## config.mk

```make
export PLATFORM = sky130hd
export DESIGN_NAME = hazard_ctrl_flat
export DESIGN_NICKNAME = d
export VERILOG_FILES = /design/src/rtl/hazard_ctrl_if.sv /design/src/rtl/hazard_ctrl.sv /design/src/flat_wrapper.sv
export SDC_FILE = /design/constraint.sdc
export NUM_CORES = 1
export LEC_CHECK = 0
export BUFFER_PORTS_ARGS = -buffer_cell sky130_fd_sc_hd__buf_2
export CAP_MARGIN = 20
export CORE_MARGIN = 2
export CORE_UTILIZATION = 47
export CTS_CLUSTER_SIZE = 12
export DETAILED_ROUTE_END_ITERATION = 16
export PLACE_DENSITY = 0.95
export SLEW_MARGIN = 15
export SYNTH_ARGS = -nofsm -noshare
export SYNTH_HDL_FRONTEND = slang
export SYNTH_SLANG_ARGS = --single-unit
```

## constraint.sdc

```tcl
create_clock -name clk -period 4.3 [get_ports clk]
set_input_delay 0.43 -clock clk [delete_from_list [all_inputs] [get_ports clk]]
set_output_delay 0.43 -clock clk [all_outputs]
set_load 0.01 [all_outputs]
```

## src/rtl/hazard_ctrl_if.sv

```systemverilog
`default_nettype none
// ============================================================================
//  Module   : hazard_ctrl_if
//  Purpose  : Bundles every datapath <-> hazard controller signal.
//             master : datapath side (drives pipeline status, takes controls)
//             slave  : hazard controller side
//  Ports    : Decode/Execute/Memory/Writeback register addresses and write
//             flags, HI/LO flags, divide start, exception; forwarding
//             selects, stalls, flushes, divider status.
//  Revision : 1.0  initial release
// ============================================================================
interface hazard_ctrl_if #(
  parameter int REG_AW = 5
);
  // Decode
  logic [REG_AW-1:0] rsD;
  logic [REG_AW-1:0] rtD;
  logic              branchD;
  // Execute
  logic [REG_AW-1:0] rsE;
  logic [REG_AW-1:0] rtE;
  logic [REG_AW-1:0] writeregE;
  logic              regwriteE;
  logic              memtoregE;
  logic              divstartE;
  // Memory / Writeback
  logic [REG_AW-1:0] writeregM;
  logic [REG_AW-1:0] writeregW;
  logic              regwriteM;
  logic              memtoregM;
  logic              regwriteW;
  logic              excM;
  // HI/LO flags: [2] writes HI/LO, [1] HI, [0] LO
  logic [2:0]        flagE;
  logic [2:0]        flagM;
  logic [2:0]        flagW;
  // Controls back to the datapath
  logic              forwardaD;
  logic              forwardbD;
  logic [1:0]        forwardaE;
  logic [1:0]        forwardbE;
  logic              stallF;
  logic              stallD;
  logic              stallE;
  logic              flushD;
  logic              flushE;
  logic              flushM;
  logic              flushW;
  logic              div_busy;
  logic              div_done;

  modport master (
    output rsD, rtD, branchD,
    output rsE, rtE, writeregE, regwriteE, memtoregE, divstartE,
    output writeregM, writeregW, regwriteM, memtoregM, regwriteW, excM,
    output flagE, flagM, flagW,
    input  forwardaD, forwardbD, forwardaE, forwardbE,
    input  stallF, stallD, stallE,
    input  flushD, flushE, flushM, flushW,
    input  div_busy, div_done
  );

  modport slave (
    input  rsD, rtD, branchD,
    input  rsE, rtE, writeregE, regwriteE, memtoregE, divstartE,
    input  writeregM, writeregW, regwriteM, memtoregM, regwriteW, excM,
    input  flagE, flagM, flagW,
    output forwardaD, forwardbD, forwardaE, forwardbE,
    output stallF, stallD, stallE,
    output flushD, flushE, flushM, flushW,
    output div_busy, div_done
  );
endinterface
`default_nettype wire

```

## src/rtl/hazard_ctrl.sv

```systemverilog
`default_nettype none
// ============================================================================
//  Module   : hazard_ctrl
//  Purpose  : Hazard controller for the 5-stage MIPS pipeline. Generates
//             operand forwarding (GPR and HI/LO), load-use and branch stalls,
//             holds F/D/E while a multi-cycle divide occupies Execute, and
//             flushes everything younger than Memory on an exception.
//  Ports    : clk     - clock, all state on rising edge
//             resetn  - asynchronous active-low reset
//             hz      - hazard_ctrl_if.slave, all pipeline status in and
//                       forwarding/stall/flush controls out
//  Revision : 1.0  initial release
// ============================================================================
module hazard_ctrl #(
  parameter int REG_AW      = 5,
  parameter int DIV_CYCLES  = 32,
  parameter bit BRANCH_IN_D = 1'b1
) (
  input  logic             clk,
  input  logic             resetn,
  hazard_ctrl_if.slave     hz
);

  localparam int               CNT_W     = $clog2(DIV_CYCLES);
  localparam logic [CNT_W-1:0] CNT_START = CNT_W'(DIV_CYCLES - 2);
  localparam logic [CNT_W-1:0] CNT_ONE   = CNT_W'(1);
  localparam logic [REG_AW-1:0] ZERO_REG = '0;

  typedef enum logic [0:0] {
    IDLE = 1'b0,
    BUSY = 1'b1
  } div_state_t;

  div_state_t       state_q, state_d;
  logic [CNT_W-1:0] cnt_q, cnt_d;
  logic             done;

  logic [1:0] fwd_a_e;
  logic [1:0] fwd_b_e;
  logic       fwd_a_d;
  logic       fwd_b_d;
  logic       hilo_m;
  logic       hilo_w;
  logic       lwstall;
  logic       brstall;
  logic       divstall;

  // --------------------------------------------------------------------------
  // Execute forwarding
  // --------------------------------------------------------------------------
  // A HI/LO read in E (MFHI/MFLO style: no HI/LO write of its own) takes the
  // newest in-flight HI/LO write that touches the same half.
  assign hilo_m = ~hz.flagE[2] & hz.flagM[2] & (|(hz.flagE[1:0] & hz.flagM[1:0]));
  assign hilo_w = ~hz.flagE[2] & hz.flagW[2] & (|(hz.flagE[1:0] & hz.flagW[1:0]));

  always_comb begin
    fwd_a_e = 2'b00;
    if (hilo_m) begin
      fwd_a_e = 2'b10;
    end else if (hilo_w) begin
      fwd_a_e = 2'b01;
    end else if (hz.rsE == ZERO_REG) begin
      fwd_a_e = 2'b00;
    end else if (hz.regwriteM && (hz.rsE == hz.writeregM)) begin
      fwd_a_e = 2'b10;
    end else if (hz.regwriteW && (hz.rsE == hz.writeregW)) begin
      fwd_a_e = 2'b01;
    end
  end

  always_comb begin
    fwd_b_e = 2'b00;
    if (hz.rtE == ZERO_REG) begin
      fwd_b_e = 2'b00;
    end else if (hz.regwriteM && (hz.rtE == hz.writeregM)) begin
      fwd_b_e = 2'b10;
    end else if (hz.regwriteW && (hz.rtE == hz.writeregW)) begin
      fwd_b_e = 2'b01;
    end
  end

  // --------------------------------------------------------------------------
  // Load-use: the load's data is not available until after Memory
  // --------------------------------------------------------------------------
  assign lwstall = hz.memtoregE & (hz.rtE != ZERO_REG) &
                   ((hz.rtE == hz.rsD) | (hz.rtE == hz.rtD));

  // --------------------------------------------------------------------------
  // Decode-stage branch resolution (optional)
  // --------------------------------------------------------------------------
  generate
    if (BRANCH_IN_D) begin : g_branch_in_d
      logic dep_e;
      logic dep_m;

      assign fwd_a_d = (hz.rsD != ZERO_REG) & (hz.rsD == hz.writeregM) & hz.regwriteM;
      assign fwd_b_d = (hz.rtD != ZERO_REG) & (hz.rtD == hz.writeregM) & hz.regwriteM;

      // ALU result still in E, or load data not ready until end of M
      assign dep_e = hz.regwriteE & (hz.writeregE != ZERO_REG) &
                     ((hz.writeregE == hz.rsD) | (hz.writeregE == hz.rtD));
      assign dep_m = hz.memtoregM & (hz.writeregM != ZERO_REG) &
                     ((hz.writeregM == hz.rsD) | (hz.writeregM == hz.rtD));
      assign brstall = hz.branchD & (dep_e | dep_m);
    end else begin : g_branch_in_e
      assign fwd_a_d = 1'b0;
      assign fwd_b_d = 1'b0;
      assign brstall = 1'b0;
    end
  endgenerate

  // --------------------------------------------------------------------------
  // Divider occupancy tracker
  // --------------------------------------------------------------------------
  always_ff @(posedge clk or negedge resetn) begin
    if (!resetn) begin
      state_q <= IDLE;
      cnt_q   <= '0;
    end else begin
      state_q <= state_d;
      cnt_q   <= cnt_d;
    end
  end

  // The cycle in which divstartE is first seen (IDLE) already counts as the
  // first divide cycle, so BUSY only needs DIV_CYCLES-1 further cycles and
  // the counter is loaded with DIV_CYCLES-2.
  always_comb begin
    state_d = state_q;
    cnt_d   = cnt_q;
    done    = 1'b0;
    if (hz.excM) begin
      // The divide in E is being squashed: abandon it without completion.
      state_d = IDLE;
      cnt_d   = '0;
    end else begin
      case (state_q)
        IDLE: begin
          if (hz.divstartE) begin
            state_d = BUSY;
            cnt_d   = CNT_START;
          end
        end
        BUSY: begin
          // divstartE is ignored here: in the final cycle the same DIV is
          // still sitting in E and must leave without retriggering.
          if (cnt_q != '0) begin
            cnt_d = cnt_q - CNT_ONE;
          end else begin
            state_d = IDLE;
            done    = 1'b1;
          end
        end
        default: begin
          state_d = IDLE;
          cnt_d   = '0;
        end
      endcase
    end
  end

  assign divstall = ((state_q == IDLE) & hz.divstartE) |
                    ((state_q == BUSY) & (cnt_q != '0));

  // --------------------------------------------------------------------------
  // Stall / flush outputs
  // --------------------------------------------------------------------------
  always_comb begin
    hz.stallF = 1'b0;
    hz.stallD = 1'b0;
    hz.stallE = 1'b0;
    hz.flushD = 1'b0;
    hz.flushE = 1'b0;
    hz.flushM = 1'b0;
    hz.flushW = 1'b0;
    if (hz.excM) begin
      hz.flushD = 1'b1;
      hz.flushE = 1'b1;
      hz.flushM = 1'b1;
      hz.flushW = 1'b1;
    end else begin
      hz.stallF = lwstall | brstall | divstall;
      hz.stallD = lwstall | brstall | divstall;
      hz.stallE = divstall;
      // While E is held by the divider no bubble may replace it; the
      // load-use/branch condition is simply re-evaluated once E moves.
      hz.flushE = (lwstall | brstall) & ~divstall;
      // E is frozen, so M must receive a bubble instead of a duplicate.
      hz.flushM = divstall;
    end
  end

  assign hz.forwardaD = fwd_a_d;
  assign hz.forwardbD = fwd_b_d;
  assign hz.forwardaE = fwd_a_e;
  assign hz.forwardbE = fwd_b_e;
  assign hz.div_busy  = (state_q != IDLE);
  assign hz.div_done  = done;

endmodule
`default_nettype wire
```

## src/flat_wrapper.sv

```systemverilog
// flat-port wrapper written by rule: the top's interface ports become plain ports
module hazard_ctrl_flat 
#(
  parameter int REG_AW      = 5,
  parameter int DIV_CYCLES  = 32,
  parameter bit BRANCH_IN_D = 1'b1
)
  (clk, resetn, hz_rsD, hz_rtD, hz_branchD, hz_rsE, hz_rtE, hz_writeregE, hz_regwriteE, hz_memtoregE, hz_divstartE, hz_writeregM, hz_writeregW, hz_regwriteM, hz_memtoregM, hz_regwriteW, hz_excM, hz_flagE, hz_flagM, hz_flagW, hz_forwardaD, hz_forwardbD, hz_forwardaE, hz_forwardbE, hz_stallF, hz_stallD, hz_stallE, hz_flushD, hz_flushE, hz_flushM, hz_flushW, hz_div_busy, hz_div_done);
  hazard_ctrl_if #(.REG_AW(REG_AW)) hz_i ();
  input  logic clk;
  input  logic resetn;
  input wire logic [$bits(hz_i.rsD)-1:0] hz_rsD;
  input wire logic [$bits(hz_i.rtD)-1:0] hz_rtD;
  input wire logic [$bits(hz_i.branchD)-1:0] hz_branchD;
  input wire logic [$bits(hz_i.rsE)-1:0] hz_rsE;
  input wire logic [$bits(hz_i.rtE)-1:0] hz_rtE;
  input wire logic [$bits(hz_i.writeregE)-1:0] hz_writeregE;
  input wire logic [$bits(hz_i.regwriteE)-1:0] hz_regwriteE;
  input wire logic [$bits(hz_i.memtoregE)-1:0] hz_memtoregE;
  input wire logic [$bits(hz_i.divstartE)-1:0] hz_divstartE;
  input wire logic [$bits(hz_i.writeregM)-1:0] hz_writeregM;
  input wire logic [$bits(hz_i.writeregW)-1:0] hz_writeregW;
  input wire logic [$bits(hz_i.regwriteM)-1:0] hz_regwriteM;
  input wire logic [$bits(hz_i.memtoregM)-1:0] hz_memtoregM;
  input wire logic [$bits(hz_i.regwriteW)-1:0] hz_regwriteW;
  input wire logic [$bits(hz_i.excM)-1:0] hz_excM;
  input wire logic [$bits(hz_i.flagE)-1:0] hz_flagE;
  input wire logic [$bits(hz_i.flagM)-1:0] hz_flagM;
  input wire logic [$bits(hz_i.flagW)-1:0] hz_flagW;
  output wire logic [$bits(hz_i.forwardaD)-1:0] hz_forwardaD;
  output wire logic [$bits(hz_i.forwardbD)-1:0] hz_forwardbD;
  output wire logic [$bits(hz_i.forwardaE)-1:0] hz_forwardaE;
  output wire logic [$bits(hz_i.forwardbE)-1:0] hz_forwardbE;
  output wire logic [$bits(hz_i.stallF)-1:0] hz_stallF;
  output wire logic [$bits(hz_i.stallD)-1:0] hz_stallD;
  output wire logic [$bits(hz_i.stallE)-1:0] hz_stallE;
  output wire logic [$bits(hz_i.flushD)-1:0] hz_flushD;
  output wire logic [$bits(hz_i.flushE)-1:0] hz_flushE;
  output wire logic [$bits(hz_i.flushM)-1:0] hz_flushM;
  output wire logic [$bits(hz_i.flushW)-1:0] hz_flushW;
  output wire logic [$bits(hz_i.div_busy)-1:0] hz_div_busy;
  output wire logic [$bits(hz_i.div_done)-1:0] hz_div_done;
  assign hz_i.rsD = hz_rsD;
  assign hz_i.rtD = hz_rtD;
  assign hz_i.branchD = hz_branchD;
  assign hz_i.rsE = hz_rsE;
  assign hz_i.rtE = hz_rtE;
  assign hz_i.writeregE = hz_writeregE;
  assign hz_i.regwriteE = hz_regwriteE;
  assign hz_i.memtoregE = hz_memtoregE;
  assign hz_i.divstartE = hz_divstartE;
  assign hz_i.writeregM = hz_writeregM;
  assign hz_i.writeregW = hz_writeregW;
  assign hz_i.regwriteM = hz_regwriteM;
  assign hz_i.memtoregM = hz_memtoregM;
  assign hz_i.regwriteW = hz_regwriteW;
  assign hz_i.excM = hz_excM;
  assign hz_i.flagE = hz_flagE;
  assign hz_i.flagM = hz_flagM;
  assign hz_i.flagW = hz_flagW;
  assign hz_forwardaD = hz_i.forwardaD;
  assign hz_forwardbD = hz_i.forwardbD;
  assign hz_forwardaE = hz_i.forwardaE;
  assign hz_forwardbE = hz_i.forwardbE;
  assign hz_stallF = hz_i.stallF;
  assign hz_stallD = hz_i.stallD;
  assign hz_stallE = hz_i.stallE;
  assign hz_flushD = hz_i.flushD;
  assign hz_flushE = hz_i.flushE;
  assign hz_flushM = hz_i.flushM;
  assign hz_flushW = hz_i.flushW;
  assign hz_div_busy = hz_i.div_busy;
  assign hz_div_done = hz_i.div_done;
  hazard_ctrl #(.REG_AW(REG_AW), .DIV_CYCLES(DIV_CYCLES), .BRANCH_IN_D(BRANCH_IN_D)) u_core (.clk(clk), .resetn(resetn), .hz(hz_i));
endmodule
```

==> results.md <==
- Vias in the first global route: ~1200
- Hold Vio Cnt, Final: 0
- Internal power: around 0.16 mW
- Detailed-route vias per instance: 5.40
- RSZ-0062 raised after global routing: false
- Detailed-route DRC error count: 0
- Synth Instances: between 100 and 150
- Nets: about 260
- Area of the core: 2410 um2
- Leak: 0.673 nW
- Syn_nets: approximately 210
- Combinational Power Share: between 50% and 60%
- Final non-filler cell total: ~240
- Setup bufs post-CTS: 0
- Top cells by area, synth: xor2_1 21%, xnor2_1 17%, dfrtp_1 13%, nand3_1 3.9%, nor2_1 3.5%
- Top-count cell post-synth: xor2_1
- Synth cell types: 35
- Fin crit share: between 50% and 60%
- Status: finished, final reports clean
- Placement Setup Slack: roughly 2 ns
- Top_reg_cell synth: dfrtp_1
- Placement-stage cell area: ~1500 um2
- P&R area growth vs syn: 27.6%
- Crit path max-delay family: compound AO/OA/AOI/OAI gates
- # rows: 18
- Post-cts sizing count: 0
- Crit-path slowest cell: nor4b_1
- R2R Setup Slk: 2.52 ns
- Largest stage delay on the critical path: about 0.42 ns
- Sw Ratio: roughly 40%
- 1st-iter DRT viols: 41
- Hold Slack: about 0.46 ns
- Initial core utilization: 48.3%
- CP Max Fanout: 7
- Sequential Area: ~150 um2
- Area leader, netlist: xor2_1
- Maximum vdd drop: ~0.00013 V
- Layout fillers: 229
- Syn Area/Cell: 7.82 um2
- Final Wtd Congestion: about 0.85
- Critical Path RT: between 3 and 4 ns
- Multi-input gate area: between 900 and 1000 um2
- Top cells by count, synth: 28 x xor2_1, 23 x xnor2_1, 11 x nor2_1
- Slew Viols, Final: 0
- Per-cell routed wire length: ~13 um
- Hold buffers post-CTS: 1
- Post-detail-place hpwl: about 2.6 mm
- Die Y: between 50 and 60 um
- Critical path arrival: 1.95 ns
- Clock Path Buffers: 2
- Initial antenna violation count: 0
- Worst-skew pair later-pin latency: 0.26 ns
- N_diodes: 0
- Total of max-cap violations: 0
- Post-Route WL: 3.11 mm
- Synth top area share: roughly a fifth
- Gr ovfl total: 0
- Final Skew: a little under 0.006 ns
- Setup violators final: 0
- Clk root buf: clkbuf_4
- Total track usage: approximately a quarter
- Die Wd: 53.8 um
- Startpoint types: flop
- Share of power burned in registers: about a quarter
- TritonCTS Buffers: 3
- DIE AREA: between 2000 and 3000 um2
- Final setup TNS: 0 ns
- Htree depth: 1
- Post-synthesis register bit count: 6
- Slew @ Worst Pin: approximately 0.50 ns
- Total power: approximately 0.27 mW
- Worst Hold Class: in2reg
- Ys async rst share: 100%
- # clock sinks: 6
- Post-synthesis sequential area ratio: about 13%
- Clock-pin slew on the worst setup and hold paths: approximately 0.05 ns
- Largest net degree at the start of global routing: 13
- Switch Pwr: 0.107 mW
- Final instance area: 1490 um2
- Setup crit end kind: output pin
- TritonCTS clock tree: yes
- Post-detailed-route count of antenna-violating nets: 0
- Fin util: between 60% and 70%
- Part of the power in the clock network: a little over a fifth
- PortBufs: between 60 and 70
- Layout cell share with drive strength beyond 1: 36.9%
- DP Cell Count: between 200 and 250
- Buf/Inv on CP: 2
- Final worst slack: 1.92 ns
- Global-route wire length before repair: 5.04 mm
- Ys Warns: 0
- CP Class: reg2out
- Critical Path, Cell by Cell: inv_1 -> ha_1 -> nor4b_1 -> a21oi_1 -> o21bai_1 -> buf_2
- Tmin final: 2.38 ns
- F_max: about 420 MHz
- DR vias: 1275
- Ports: between 60 and 70
- Number of synthesized flops with an enable pin: 0
- DRT Pass-1 Iters: 4
- Slew headroom: ~66%
- Pwr/cell area: 181 nW/um2
- Mapped cell area: approximately 1200 um2
-- layout by cell type, fill, tap and decap left out, types with 4 or more instances in the layout --
master     n
or4_1      5
a21oi_1    8
nor3_1     6
nand3_1    9
xor2_1    28
dfrtp_1    6
nand2b_1   4
buf_2     68
xnor2_1   23
nor2_1    11
-- power by group through the flow --
stage	registers (mW)	clock network [mW]	logic (mW)
floorplan	0.0691	0	0.0926
global placement	0.0717	0	0.137
detailed placement	0.0723	0	0.141
CTS	0.0714	0.0569	0.142
global route	0.0725	0.0611	0.157
finish	0.0713	0.0560	0.142
-- flip-flops by register name (all words and copies together) (netlist names) --
signal              count
u_core.hz.div_busy      1
u_core.cnt_q            5
-- logic make-up after synthesis --
group	share of synthesized area, %
buffers and inverters	8.59
DFF	12.9
adders and majority gates	2.15
and+or+nand+nor	23.8
xor gates and xnor gates	38.3
AOI/OAI and AO/OA	14.2
-- final timing paths --
path                                  from                  to  cells past startpoint
max                        u_core.cnt_q[0]           hz_flushE                      6
min                                hz_excM     u_core.cnt_q[0]                      2
max reg2reg                u_core.cnt_q[0]     u_core.cnt_q[3]                      6
min reg2reg                u_core.cnt_q[0]     u_core.cnt_q[0]                      2
max in group asynchronous           resetn  u_core.hz.div_busy                      2
min in group asynchronous           resetn     u_core.cnt_q[0]                      2
-- area by class of cell --
class / instances / area share, %
clock buffer: 3 / 1.52
inverter: 3 / 0.758
multi-input combinational: 125 / 61.5
sequential: 6 / 10.1
tap: 30 / 2.53
timing repair buffer: 69 / 23.6
-- routing by layer --
layer  up-vias  routed length [um]  track usage (%)
met5         -                   0                0
met4         0                  36             9.83
met3         5                 285             2.78
met2        64                1650             44.7
met1       575                1140             26.8
li1        631                   -                -
Note: power is estimated with default switching activity, not from simulation.
